[src/rtl/eth_tx_packer_if.sv]
// Byte-stream, TX-buffer write port and driver handshake for the Ethernet TX packer.
// slave: packer side. master: environment side (UART receiver, buffer RAM, W5300 driver).
interface eth_tx_packer_if #(
  parameter int unsigned ADDR_WIDTH = 9
);
  logic                  byte_valid;
  logic [7:0]            byte_data;
  logic                  buf_wren;
  logic [ADDR_WIDTH-1:0] buf_waddr;
  logic [15:0]           buf_wdata;
  logic                  eth_tx_req;
  logic [ADDR_WIDTH+1:0] eth_tx_len;
  logic                  eth_tx_done;
  logic                  overflow;

  modport slave (
    input  byte_valid, byte_data, eth_tx_done,
    output buf_wren, buf_waddr, buf_wdata, eth_tx_req, eth_tx_len, overflow
  );

  modport master (
    output byte_valid, byte_data, eth_tx_done,
    input  buf_wren, buf_waddr, buf_wdata, eth_tx_req, eth_tx_len, overflow
  );
endinterface

[src/rtl/eth_tx_packer.sv]
// Packs a byte stream big-endian into 16-bit TX buffer words and requests transmission
// when the buffer is full or the stream has been idle; holds off until the driver is done.
module eth_tx_packer #(
  parameter int unsigned ADDR_WIDTH  = 9,
  parameter int unsigned IDLE_CYCLES = 100000
) (
  input logic            clk,
  input logic            rst_n,
  eth_tx_packer_if.slave io_bus
);

  localparam int unsigned CW = ADDR_WIDTH + 2;
  localparam int unsigned TW = (IDLE_CYCLES > 2) ? $clog2(IDLE_CYCLES) : 1;
  localparam logic [CW-1:0] FullCount = {1'b1, {(ADDR_WIDTH + 1){1'b0}}};
  localparam logic [TW-1:0] Timeout   = TW'(IDLE_CYCLES - 1);

  typedef enum logic [1:0] {StIdle, StFill, StPad, StReq} state_e;

  state_e                r_state;
  logic [CW-1:0]         r_count;
  logic [ADDR_WIDTH-1:0] r_widx;
  logic [TW-1:0]         r_timer;
  logic [7:0]            r_high;
  logic                  r_wren;
  logic [ADDR_WIDTH-1:0] r_waddr;
  logic [15:0]           r_wdata;
  logic                  r_req;
  logic [CW-1:0]         r_len;
  logic                  r_overflow;

  logic       w_valid;
  logic [7:0] w_data;
  logic       w_done;

  assign w_valid = io_bus.byte_valid;
  assign w_data  = io_bus.byte_data;
  assign w_done  = io_bus.eth_tx_done;

  always_ff @(posedge clk or negedge rst_n) begin
    if (!rst_n) begin
      r_state    <= StIdle;
      r_count    <= '0;
      r_widx     <= '0;
      r_timer    <= '0;
      r_high     <= '0;
      r_wren     <= 1'b0;
      r_waddr    <= '0;
      r_wdata    <= '0;
      r_req      <= 1'b0;
      r_len      <= '0;
      r_overflow <= 1'b0;
    end else begin
      r_wren <= 1'b0;
      unique case (r_state)
        StIdle: begin
          if (w_valid) begin
            r_high  <= w_data;
            r_count <= CW'(1);
            r_timer <= '0;
            r_state <= StFill;
          end
        end
        StFill: begin
          // A full buffer flushes one cycle after its last word is written.
          if (r_count == FullCount) begin
            r_state <= StReq;
            r_req   <= 1'b1;
            r_len   <= r_count;
            if (w_valid) r_overflow <= 1'b1;
          end else if (w_valid) begin
            r_count <= r_count + 1'b1;
            r_timer <= '0;
            if (r_count[0]) begin
              r_wren  <= 1'b1;
              r_waddr <= r_widx;
              r_wdata <= {r_high, w_data};
              r_widx  <= r_widx + 1'b1;
            end else begin
              r_high <= w_data;
            end
          end else if (r_timer == Timeout) begin
            r_len <= r_count;
            if (r_count[0]) begin
              // Odd tail: pad the low half with zero before requesting.
              r_wren  <= 1'b1;
              r_waddr <= r_widx;
              r_wdata <= {r_high, 8'h00};
              r_state <= StPad;
            end else begin
              r_state <= StReq;
              r_req   <= 1'b1;
            end
          end else begin
            r_timer <= r_timer + 1'b1;
          end
        end
        StPad: begin
          if (w_valid) r_overflow <= 1'b1;
          r_state <= StReq;
          r_req   <= 1'b1;
        end
        StReq: begin
          if (w_valid) r_overflow <= 1'b1;
          if (w_done) begin
            r_req   <= 1'b0;
            r_len   <= '0;
            r_count <= '0;
            r_widx  <= '0;
            r_timer <= '0;
            r_state <= StIdle;
          end
        end
        default: r_state <= StIdle;
      endcase
    end
  end

  assign io_bus.buf_wren   = r_wren;
  assign io_bus.buf_waddr  = r_waddr;
  assign io_bus.buf_wdata  = r_wdata;
  assign io_bus.eth_tx_req = r_req;
  assign io_bus.eth_tx_len = r_len;
  assign io_bus.overflow   = r_overflow;

endmodule

[src/flat_wrapper.sv]
// flat-port wrapper written by rule: the top's interface ports become plain ports
module eth_tx_packer_flat 
#(
  parameter int unsigned ADDR_WIDTH  = 9,
  parameter int unsigned IDLE_CYCLES = 100000
)
  (clk, rst_n, io_bus_byte_valid, io_bus_byte_data, io_bus_eth_tx_done, io_bus_buf_wren, io_bus_buf_waddr, io_bus_buf_wdata, io_bus_eth_tx_req, io_bus_eth_tx_len, io_bus_overflow);
  eth_tx_packer_if #(.ADDR_WIDTH(ADDR_WIDTH)) io_bus_i ();
  input logic clk;
  input logic rst_n;
  input wire logic [$bits(io_bus_i.byte_valid)-1:0] io_bus_byte_valid;
  input wire logic [$bits(io_bus_i.byte_data)-1:0] io_bus_byte_data;
  input wire logic [$bits(io_bus_i.eth_tx_done)-1:0] io_bus_eth_tx_done;
  output wire logic [$bits(io_bus_i.buf_wren)-1:0] io_bus_buf_wren;
  output wire logic [$bits(io_bus_i.buf_waddr)-1:0] io_bus_buf_waddr;
  output wire logic [$bits(io_bus_i.buf_wdata)-1:0] io_bus_buf_wdata;
  output wire logic [$bits(io_bus_i.eth_tx_req)-1:0] io_bus_eth_tx_req;
  output wire logic [$bits(io_bus_i.eth_tx_len)-1:0] io_bus_eth_tx_len;
  output wire logic [$bits(io_bus_i.overflow)-1:0] io_bus_overflow;
  assign io_bus_i.byte_valid = io_bus_byte_valid;
  assign io_bus_i.byte_data = io_bus_byte_data;
  assign io_bus_i.eth_tx_done = io_bus_eth_tx_done;
  assign io_bus_buf_wren = io_bus_i.buf_wren;
  assign io_bus_buf_waddr = io_bus_i.buf_waddr;
  assign io_bus_buf_wdata = io_bus_i.buf_wdata;
  assign io_bus_eth_tx_req = io_bus_i.eth_tx_req;
  assign io_bus_eth_tx_len = io_bus_i.eth_tx_len;
  assign io_bus_overflow = io_bus_i.overflow;
  eth_tx_packer #(.ADDR_WIDTH(ADDR_WIDTH), .IDLE_CYCLES(IDLE_CYCLES)) u_core (.clk(clk), .rst_n(rst_n), .io_bus(io_bus_i));
endmodule
[config.mk]
export PLATFORM = sky130hd
export DESIGN_NAME = eth_tx_packer_flat
export DESIGN_NICKNAME = d
export VERILOG_FILES = /design/src/rtl/eth_tx_packer_if.sv /design/src/rtl/eth_tx_packer.sv /design/src/flat_wrapper.sv
export SDC_FILE = /design/constraint.sdc
export NUM_CORES = 1
export LEC_CHECK = 0
export CAP_MARGIN = 20
export CORE_ASPECT_RATIO = 1.1
export CORE_MARGIN = 1
export CORE_UTILIZATION = 56
export DETAILED_ROUTE_END_ITERATION = 8
export PLACE_DENSITY = 0.8
export SETUP_SLACK_MARGIN = 0.1
export SYNTH_ARGS = -nofsm -noshare
export SYNTH_HDL_FRONTEND = slang
export SYNTH_SLANG_ARGS = --single-unit
[constraint.sdc]
create_clock -name clk -period 2.5 [get_ports clk]
set_input_delay 0.375 -clock clk [delete_from_list [all_inputs] [get_ports clk]]
set_output_delay 0.375 -clock clk [all_outputs]
set_load 0.02 [all_outputs]
==> metrics list <==
- The cell count after synthesis came out at between 300 and 400.
* Number of stages on the worst hold path: 1
* Signal arrival time at the worst endpoint: approximately 2500 ps
- I/O pin total: 51
- Global routing used between 20% and 30% of the available tracks across all layers.
* Worst path bufs/invs: 1
- Broken down by cell family, the worst path's largest delay share belongs to simple AND/OR/NAND/NOR gates.
- In this run the worst path has a maximum fanout of 26.
* H-Tree Depth: 3
- The pre-antenna-repair detailed-routing pass consisted of 4 iterations.
- Clock-pin slew was measured on the worst setup and hold paths at about 80 ps.
* CP Data Required Time: around 2700 ps
- Critical path capture point type: register
* Slowest-stage cell, CP: dfrtp_1
- Later-pin clock latency in the skew report: 360 ps
- In this run, the number of DRC markers left after iteration 0 of detailed routing was between 200 and 250.
- The worst setup path is launched from a register.
- In this run the power density over the cells is 732 nW/um^2.
* Largest stage delay on the critical path: 510 ps
- The first global-routing pass estimated between 15000 and 20000 um of wire.
- Number of fillers in the final layout: 536
- Status: complete, no violations
- Setup TNS: 0 ps
* Post-Route Skew: ~14 ps
- Crit path depth: 5
- Count of flip-flops with a built-in enable after synthesis: 0
- Die width: 85.5 um
* Worst slew slack as a fraction of its limit: 52.4%
- Cell count after placement: roughly 520
- After layout, the worst path uses a little over 90% of the clock period.
- Max-cap violations in this run came to 0.
- Summing over every cut layer, the via total after detailed routing is about 3300.
* Nets: 471
- Slew at the pin closest to its max-slew limit: 714 ps
- Cell variety after synth: between 50 and 60
* IR Drop Worst-Case VDD: 0.000544 V
* Final std cells w/o fill: approximately 540
- Most used flip-flop cell after synthesis: dfrtp_1
* Antenna violations before repair: 0
* Fraction of final layout cells with drive strength greater than 1: roughly 17%
- In the routed design, unresolved DRC markers number 0.
- In the synthesized netlist the async set-or-reset flop fraction comes to 100%.
- Crit. Startpoint: u_core.r_timer[5]
* # setup viols final: 0
- For this configuration, the core starts out at a cell density of 57.8%.
- Cell Chain, Critical Path: nor4b_4 -> nand4_4 -> a2111o_1 -> buf_12 -> mux2_4
- HPWL reported at the end of detailed placement: 6370 um
- Static Leakage: between 2 and 2.5 nW
* Setup Crit Path Kind: reg2reg
- Mean Syn Cell Area: between 10 and 15 um^2
- Among all cell types in the netlist, the one instantiated most often is dfrtp_1.
- Clock tree synthesis selected as its root buffer the cell clkbuf_8.
- The design draws 3.81 mW.
- Clock Sinks: 86
- Register bit count reported by yosys: 86
- Slew Viols, Final: 0
- Clock period minus final worst setup slack: 2280 ps
- Routed wire length: 9140 um
- Area of the mapped netlist: around 4300 um^2
- Leading post-synthesis cells by instance count: dfrtp_1, o21ai_0, nand2_1
- Area of the die: between 8000 and 9000 um^2
- Sequential area share after synthesis: between 50% and 60%
* Routed wirelength normalized by instance count: between 15 and 20 um
- Entering global routing, the biggest net connects 40 pins.
- When the netlist entered floorplanning its net count stood at 407.
* Kind of path behind the tightest hold check: reg2reg
- Top area cells in the synthesized netlist: dfrtp_1, o21ai_0, mux2_4
- Vias/cell: approximately 6.1
- Number of buffers created by CTS: 9
- Final antenna-violating net count: 0
- Unrepaired setup endpoints after global routing: false
* TritonCTS clock tree: yes
* Startpoint of the lowest-slack hold path: u_core.io_bus.overflow
- The startpoint identified for the worst register-to-register timing path is u_core.r_timer[5].
- The number of global-route vias before repair was approximately 3300.
* Count of final hold-check violations: 0
- For this run, the number of Yosys warnings is 0.
- Global placement routability congestion: 0.869
- Number of cells traversed by the worst register-to-register path: 5
- Hold Worst Slack: ~480 ps
* Remaining global-route overflow: 0
- Compared with the post-synthesis result, the final layout area differs by 21.1%.
* FP Rows: 33
- The biggest area contributor in the post-synthesis netlist is dfrtp_1.
- Portion of synthesized cell area occupied by the leading cell type: about half
- From bottom edge to top edge, the die measures 93.9 um.
- Core area: 7430 um^2
* Antenna Diode Count: 0
- Buffers placed on the I/O ports in this run total 50.
* Maximum count of clock buffers along a single path: 2
- Based on the critical path, the design can be clocked at up to ~0.44 GHz.
[flip-flops by register name, summed over array words and instances (netlist names)]
register and count:
u_core.r_high 8, u_core.r_widx 9, u_core.io_bus.buf_wren 1, u_core.io_bus.eth_tx_len 11
u_core.io_bus.overflow 1, u_core.io_bus.buf_waddr 9, u_core.r_state 2, u_core.r_count 11
u_core.r_timer 17, u_core.io_bus.eth_tx_req 1, u_core.io_bus.buf_wdata 16
[metal layers]
metal | part of all wire, % | global-route usage, % | wire [um] | vias to the layer above
met5 | 0 | 0 | 0 | -
met4 | 1.7 | 8.89 | 155 | 0
met3 | 3.0 | 4.31 | 274 | 13
met2 | 50 | 40.7 | 4540 | 76
met1 | 46 | 31.9 | 4170 | 1630
li1 | - | - | - | 1585
[timing repair]
action	in CTS	in global routing
setup buffers	0	2
gates resized for setup	0	3
endpoints found under the hold margin	4	0
setup endpoints to repair	0	26
hold buffers	1	0
[power by group]
part	switching, mW	internal, mW
registers	0.178	1.61
clock network	0.499	0.485
logic	0.491	0.541
total	1.17	2.64
[logic make-up (layout without fill, tap and decap cells)]
group / after synthesis / count (layout) / share of synthesized area [%]
buffers and inverters: 43 / 111 / 4.80
AND/OR/NAND/NOR: 91 / 91 / 12.6
AO/OA/AOI/OAI: 116 / 116 / 18.8
adder cells (fa/ha/maj): 8 / 8 / 2.33
multiplexers: 28 / 28 / 8.24
flip-flops: 86 / 86 / 50.1
XOR/XNOR: 15 / 15 / 3.06
[layout make-up]
type | instances | area (um^2) | share of cell area (%)
well taps | 87 | 109 | 2.09
repair buffers | 77 | 716 | 13.8
inverters | 19 | 71.3 | 1.37
multi-input cells | 258 | 1960 | 37.6
clock buffers | 10 | 138 | 2.65
clock inverters | 5 | 60.1 | 1.15
flip-flops and latches | 86 | 2150 | 41.4
[placed cells by master (no fill, tap or decap), types with 9 or more instances in the layout]
master and n:
mux2_2 14, nand3_1 9, inv_1 19, nor2_1 13, clkbuf_8 10, nand2_1 21, buf_4 26, mux2_4 11
a21oi_1 9, xnor2_1 9, nand4_1 15, o21ai_0 39, clkdlybuf4s50_1 49, o41ai_1 12, o2bb2ai_1 9, dfrtp_1 86
[metrics by stage]
stage	setup WS (ps)	cell area [um^2]	util [%]
floorplan	233	4300	-
global placement	190	4960	66.7
detailed placement	117	4970	66.8
CTS	187	5170	69.6
global route	128	5200	70.0
finish	224	5200	70.0
[worst paths after layout]
kind                                         endpoint  slack (ps)
hold / removal                 u_core.io_bus.overflow         480
min in group asynchronous            u_core.r_widx[2]         530
setup reg to reg           u_core.io_bus.buf_waddr[2]         220
hold reg to reg                u_core.io_bus.overflow         480
setup / recovery           u_core.io_bus.buf_waddr[2]         220
max in group asynchronous            u_core.r_high[3]        1320
No activity file was read; power rests on OpenSTA's default activity.
